$ cat src/rtl/sevenseg_scan_driver.sv
// sevenseg_scan_driver: time-multiplexed 8-digit seven-segment driver.
// Each digit slot starts with GUARD_CYC anode-off cycles and then shows the digit.
// Digit codes and dp are snapshotted once per frame, so every frame is coherent.
// Optional feature macro: LEADING_ZERO_BLANK_EN (blanks leading zero digits).
module sevenseg_scan_driver #(
   parameter int SIMULATE  = 0,
   parameter int GUARD_CYC = 2
) (
   input  logic       clk,
   input  logic       reset,
   input  logic [4:0] d0,
   input  logic [4:0] d1,
   input  logic [4:0] d2,
   input  logic [4:0] d3,
   input  logic [4:0] d4,
   input  logic [4:0] d5,
   input  logic [4:0] d6,
   input  logic [4:0] d7,
   input  logic [7:0] dp,
   output logic [7:0] an,
   output logic [6:0] seg,
   output logic       dp_n,
   output logic       frame_tick
);

   localparam int SLOT_CNT = (SIMULATE != 0) ? 7 : 12_499;
   localparam int CW       = $clog2(SLOT_CNT + 1);
   localparam logic [CW-1:0] SLOT_MAX = CW'(SLOT_CNT);
   localparam logic [CW-1:0] GUARD_C  = CW'(GUARD_CYC);

   typedef enum logic {ST_GUARD = 1'b0, ST_SHOW = 1'b1} state_t;

   state_t          state_q, state_d;
   logic [CW-1:0]   cnt_q, cnt_d;
   logic [2:0]      idx_q, idx_d;
   logic [7:0][4:0] snap_q;
   logic [7:0]      dps_q;
   logic [7:0]      an_q, an_d;
   logic [6:0]      seg_q, seg_d;
   logic            dpn_q, dpn_d;
   logic            ft_q, ft_d;
   logic            wrap_s;
   logic            capture_s;
   logic [7:0]      sup_s;
   logic [4:0]      code_s;

   // Hex glyphs, single-segment codes and blank codes, active-low g..a.
   function automatic logic [6:0] decode(input logic [4:0] code);
      logic [6:0] s;
      case (code)
         5'd0:    s = 7'b1000000;
         5'd1:    s = 7'b1111001;
         5'd2:    s = 7'b0100100;
         5'd3:    s = 7'b0110000;
         5'd4:    s = 7'b0011001;
         5'd5:    s = 7'b0010010;
         5'd6:    s = 7'b0000010;
         5'd7:    s = 7'b1111000;
         5'd8:    s = 7'b0000000;
         5'd9:    s = 7'b0010000;
         5'd10:   s = 7'b0001000;
         5'd11:   s = 7'b0000011;
         5'd12:   s = 7'b1000110;
         5'd13:   s = 7'b0100001;
         5'd14:   s = 7'b0000110;
         5'd15:   s = 7'b0001110;
         5'd16:   s = 7'b1111110;
         5'd17:   s = 7'b1111101;
         5'd18:   s = 7'b1111011;
         5'd19:   s = 7'b1110111;
         5'd20:   s = 7'b1101111;
         5'd21:   s = 7'b1011111;
         5'd22:   s = 7'b0111111;
         default: s = 7'h7F;
      endcase
      return s;
   endfunction

   assign wrap_s    = (cnt_q == SLOT_MAX);
   assign capture_s = (cnt_q == {CW{1'b0}}) && (idx_q == 3'd0);
   assign code_s    = snap_q[idx_q];

`ifdef LEADING_ZERO_BLANK_EN
   logic above_ok_s;

   // Mark zero digits whose higher digits are all zero or blank; digit 0 always shows.
   always_comb begin
      sup_s      = 8'h00;
      above_ok_s = 1'b1;
      for (int i = 7; i >= 0; i--) begin
         if ((i != 0) && above_ok_s && (snap_q[i] == 5'd0)) begin
            sup_s[i] = 1'b1;
         end else begin
            sup_s[i] = 1'b0;
         end
         above_ok_s = above_ok_s && ((snap_q[i] == 5'd0) || (snap_q[i] >= 5'd23));
      end
   end
`else
   assign sup_s = 8'h00;
`endif

   // Slot counter, digit index and GUARD/SHOW next-state logic.
   always_comb begin
      cnt_d   = cnt_q + {{(CW-1){1'b0}}, 1'b1};
      idx_d   = idx_q;
      state_d = state_q;
      if (wrap_s) begin
         cnt_d = {CW{1'b0}};
         idx_d = idx_q + 3'd1;
      end else begin
         idx_d = idx_q;
      end
      case (state_q)
         ST_GUARD: begin
            if (!wrap_s && (cnt_d == GUARD_C)) begin
               state_d = ST_SHOW;
            end else begin
               state_d = ST_GUARD;
            end
         end
         ST_SHOW: begin
            if (wrap_s) begin
               state_d = ST_GUARD;
            end else begin
               state_d = ST_SHOW;
            end
         end
         default: state_d = ST_GUARD;
      endcase
   end

   // Output values for the next cycle, derived from the current slot state.
   always_comb begin
      an_d  = 8'hFF;
      seg_d = 7'h7F;
      dpn_d = 1'b1;
      ft_d  = capture_s;
      if (state_q == ST_SHOW) begin
         an_d  = ~(8'd1 << idx_q);
         dpn_d = ~dps_q[idx_q];
         if (sup_s[idx_q]) begin
            seg_d = 7'h7F;
         end else begin
            seg_d = decode(code_s);
         end
      end else begin
         an_d  = 8'hFF;
         seg_d = 7'h7F;
         dpn_d = 1'b1;
      end
   end

   // State, counter, snapshot and registered outputs; reset clears everything at once.
   always_ff @(posedge clk or negedge reset) begin
      if (!reset) begin
         state_q <= ST_GUARD;
         cnt_q   <= {CW{1'b0}};
         idx_q   <= 3'd0;
         snap_q  <= {8{5'd31}};
         dps_q   <= 8'h00;
         an_q    <= 8'hFF;
         seg_q   <= 7'h7F;
         dpn_q   <= 1'b1;
         ft_q    <= 1'b0;
      end else begin
         state_q <= state_d;
         cnt_q   <= cnt_d;
         idx_q   <= idx_d;
         if (capture_s) begin
            snap_q <= {d7, d6, d5, d4, d3, d2, d1, d0};
            dps_q  <= dp;
         end else begin
            snap_q <= snap_q;
            dps_q  <= dps_q;
         end
         an_q  <= an_d;
         seg_q <= seg_d;
         dpn_q <= dpn_d;
         ft_q  <= ft_d;
      end
   end

   assign an         = an_q;
   assign seg        = seg_q;
   assign dp_n       = dpn_q;
   assign frame_tick = ft_q;

endmodule

$ cat config.mk
export PLATFORM = sky130hd
export DESIGN_NAME = sevenseg_scan_driver
export DESIGN_NICKNAME = d
export VERILOG_FILES = /design/src/rtl/sevenseg_scan_driver.sv
export SDC_FILE = /design/constraint.sdc
export NUM_CORES = 1
export LEC_CHECK = 0
export CELL_PAD_IN_SITES_DETAIL_PLACEMENT = 1
export CELL_PAD_IN_SITES_GLOBAL_PLACEMENT = 2
export CORE_ASPECT_RATIO = 1.5
export CORE_MARGIN = 4
export CORE_UTILIZATION = 39
export CTS_CLUSTER_DIAMETER = 40
export DETAILED_ROUTE_END_ITERATION = 12
export HOLD_SLACK_MARGIN = 0.03
export MAX_ROUTING_LAYER = met4
export PLACE_DENSITY = 0.81
export SKIP_CTS_REPAIR_TIMING = 1
export SLEW_MARGIN = 20
export SYNTH_ARGS = -nofsm -noshare
export SYNTH_HDL_FRONTEND = slang
export SYNTH_SLANG_ARGS = --single-unit
$ cat constraint.sdc
create_clock -name clk -period 6.39 [get_ports clk]
set_clock_uncertainty 0.2 [all_clocks]
set_input_delay 1.5975 -clock clk [delete_from_list [all_inputs] [get_ports clk]]
set_output_delay 1.5975 -clock clk [all_outputs]
set_load 0.02 [all_outputs]
==> metrics.md <==
| Metric | Value |
|---|---|
| Synth Flop Type | dfstp_2 |
| Final GP Congestion | 0.779 |
| Syn Nets | 392 |
| Max-slew headroom | 0.398 |
| Root Driver | clkbuf_16 |
| Detailed Route Iter0 Violations | 91 |
| Status | complete, no violations |
| Power Density | 227 nW/µm² |
| Clock edge transition at the registers on the reported setup and hold paths | 60 ps |
| WP data required | 4590 ps |
| Crit path capture type | output pin |
| Via-to-Cell Ratio | 5.05 |
| Die X | 92.7 µm |
| Initial core utilization | 0.399 |
| TritonCTS clock tree | done |
| CTS Buf Count | 9 |
| Final wirelength | 9.65 mm |
| Syn Std Cell Area | 4200 µm² |
| RSZ-0062 raised after global routing | no |
| Met2 usage | 0.308 |
| Vias in the first global route | 2993 |
| First-pass GRT wire length | 16.0 mm |
| # setup viols final | 0 |
| CP bufs+invs | 1 |
| Area after DPL | 4940 µm² |
| WS Path Type | flip-flop to output pin |
| Detailed Place HPWL | 6.76 mm |
| Total gr overflow | 0 |
| Hold Path Class | flip-flop to flip-flop |
| Via count | 2699 |
| Worst-Skew Late Latency | 330 ps |
| CP delay by family, top | buffers and inverters |
| H-tree depth | 3 |
| Post-route cell area | 5250 µm² |
| Clock tree sinks | 83 |
| Max-cap viol count | 0 |
| IO Pins | 67 |
| Final TNS setup | 0 ps |
| Die area | 12500 µm² |
| Share of post-route cells with drive strength above 1 | 0.369 |
| Max Fclk | 0.307 GHz |
| Largest net degree at the start of global routing | 84 |
| Initial antenna violation count | 0 |
| Startpoint type of the worst setup path | flip-flop |
| Die Span Y | 135 µm |
| Number of synthesized flops with an enable pin | 0 |
| Post-synth cell types | 48 |
| Largest stage delay on the critical path | 600 ps |
| Drt wl/cell | 18.1 µm |
| Antenna cells | 0 |
| Mapped Cells | 326 |
| Filler cells | 1092 |
| Avg Cell Area, Syn | 12.9 µm² |
| # DRC | 0 |
| Area grow syn2layout | 24.9% |
| Post-DRT Antenna Nets | 0 |
| Final worst path period share | 0.510 |
| Min Tclk post-route | 3260 ps |
| First-pass DRT Iterations | 4 |
| Post-synth ARST share | 1.00 |
| PortBufs | 66 |
| Clock Path Buffers | 2 |
| Worst Path Max Fanout | 1 |
| Met1 GRT Util | 0.190 |
| Leakage | 2.10 nW |
| Final Hold Viols | 0 |
| Seq/Total Area, Yosys | 0.511 |
| CORE AREA | 10500 µm² |
| Max Slew Vio Count | 0 |
| Peak VDD IR | 0.000147 V |
| Layout Nets | 451 |
| WP data arrival | 1460 ps |
| Fin Hold WS | 304 ps |
| Crit-path cells | clkdlybuf4s50_1 |
| Global routing's busiest layer | met2 |
| Rows | 46 |
| Max stage delay cell, worst path | clkdlybuf4s50_1 |
| Synth warn | 0 |
| Met3 Use GR | 0.0334 |
| Global Route Usage Sum | 0.170 |
| Synthesis-stage register bit count | 83 |
| Worst-Margin Slew | 886 ps |
final cells by class:
class                           count  area, µm²  area share
Clock buffer                       12        268      0.0510
Clock inverter                      4       30.0     0.00573
Inverter                           10       37.5     0.00716
Multi-Input combinational cell    214       1910       0.365
Sequential cell                    83       2150       0.409
Tap cell                          144        180      0.0344
Timing Repair Buffer               67        669       0.128
sequential cells by signal, summed over array words and instances (netlist names):
name        flops
frame_tick      1
an              8
state_q         1
cnt_q          14
seg             7
dps_q           8
snap_q         40
idx_q           3
dp_n            1
per-stage QoR:
stage,util,std cells,setup WS (ps),total power [mW]
finish,0.498,534,3130,1.19
global route,0.498,534,2930,1.24
global placement,0.469,518,3240,0.682
CTS,0.497,534,3110,1.21
floorplan,-,326,3910,0.621
detailed placement,0.469,518,3160,0.685
cells in the final DEF, fill, tap and decap left out, types with 2 or more instances in the layout:
cell type / count
a211oi_1: 2
a21oi_1: 7
clkbuf_16: 10
clkdlybuf4s50_1: 65
dfrtp_1: 27
dfstp_2: 56
ha_1: 16
inv_1: 9
mux2_2: 43
mux2_4: 9
mux2i_1: 6
mux4_2: 12
nand2_1: 23
nand2b_1: 2
nand3_1: 12
nand4_1: 6
nor2_1: 18
nor2b_1: 2
nor3_1: 3
nor3b_1: 2
nor4_1: 2
o21ai_0: 7
o221ai_1: 2
or2_2: 2
or4_1: 3
xnor2_1: 12
xor2_1: 3
kinds of logic after synthesis:
family | after synthesis | synth area share
AND/OR/NAND/NOR | 83 | 0.0978
flip-flops | 83 | 0.511
multiplexers | 71 | 0.230
AO/OA/AOI/OAI | 29 | 0.0468
buffers and inverters | 29 | 0.0355
adder cells (fa/ha/maj) | 16 | 0.0477
XOR/XNOR | 15 | 0.0313
final timing paths:
path / from / to / slack, ps / cells after the start
min in group asynchronous: reset / cnt_q[7] / 1110 / 1
worst max-delay path: dp_n / dp_n / 3130 / 1
worst min-delay path: dps_q[6] / dps_q[6] / 300 / 1
max in group asynchronous: reset / frame_tick / 4390 / 1
worst max register to register: idx_q[0] / seg[2] / 3280 / 5
worst min register to register: dps_q[6] / dps_q[6] / 300 / 1
metal layers:
layer,part of all wire,wire [µm]
met1,0.39,3750
met4,0.012,112
met2,0.57,5480
met3,0.031,303
met5,0,0
power by group:
part | switching, mW | internal (mW)
combinational | 0.0454 | 0.0614
clock | 0.214 | 0.299
sequential | 0.00916 | 0.559
total | 0.268 | 0.920
synth_stat cells, drive strengths merged, types with 2 or more instances:
master | n | area share
mux4 | 12 | 0.064
nor2b | 2 | 0.0030
o21ai | 7 | 0.0083
xnor2 | 12 | 0.025
inv | 10 | 0.0089
or4 | 3 | 0.0054
nand3 | 12 | 0.014
nor3 | 3 | 0.0036
clkbuf | 6 | 0.0054
nand2 | 23 | 0.021
dfrtp | 27 | 0.16
a21oi | 7 | 0.0083
nand2b | 2 | 0.0030
nor2 | 18 | 0.016
o221ai | 2 | 0.0042
nor4 | 3 | 0.0045
buf | 13 | 0.021
or2 | 2 | 0.0030
nand4 | 6 | 0.0089
a211oi | 2 | 0.0036
mux2i | 7 | 0.018
nor3b | 2 | 0.0036
xor2 | 3 | 0.0063
dfstp | 56 | 0.35
mux2 | 52 | 0.15
ha | 16 | 0.048
or3 | 2 | 0.0030
Power figures use the tool's default switching activity.
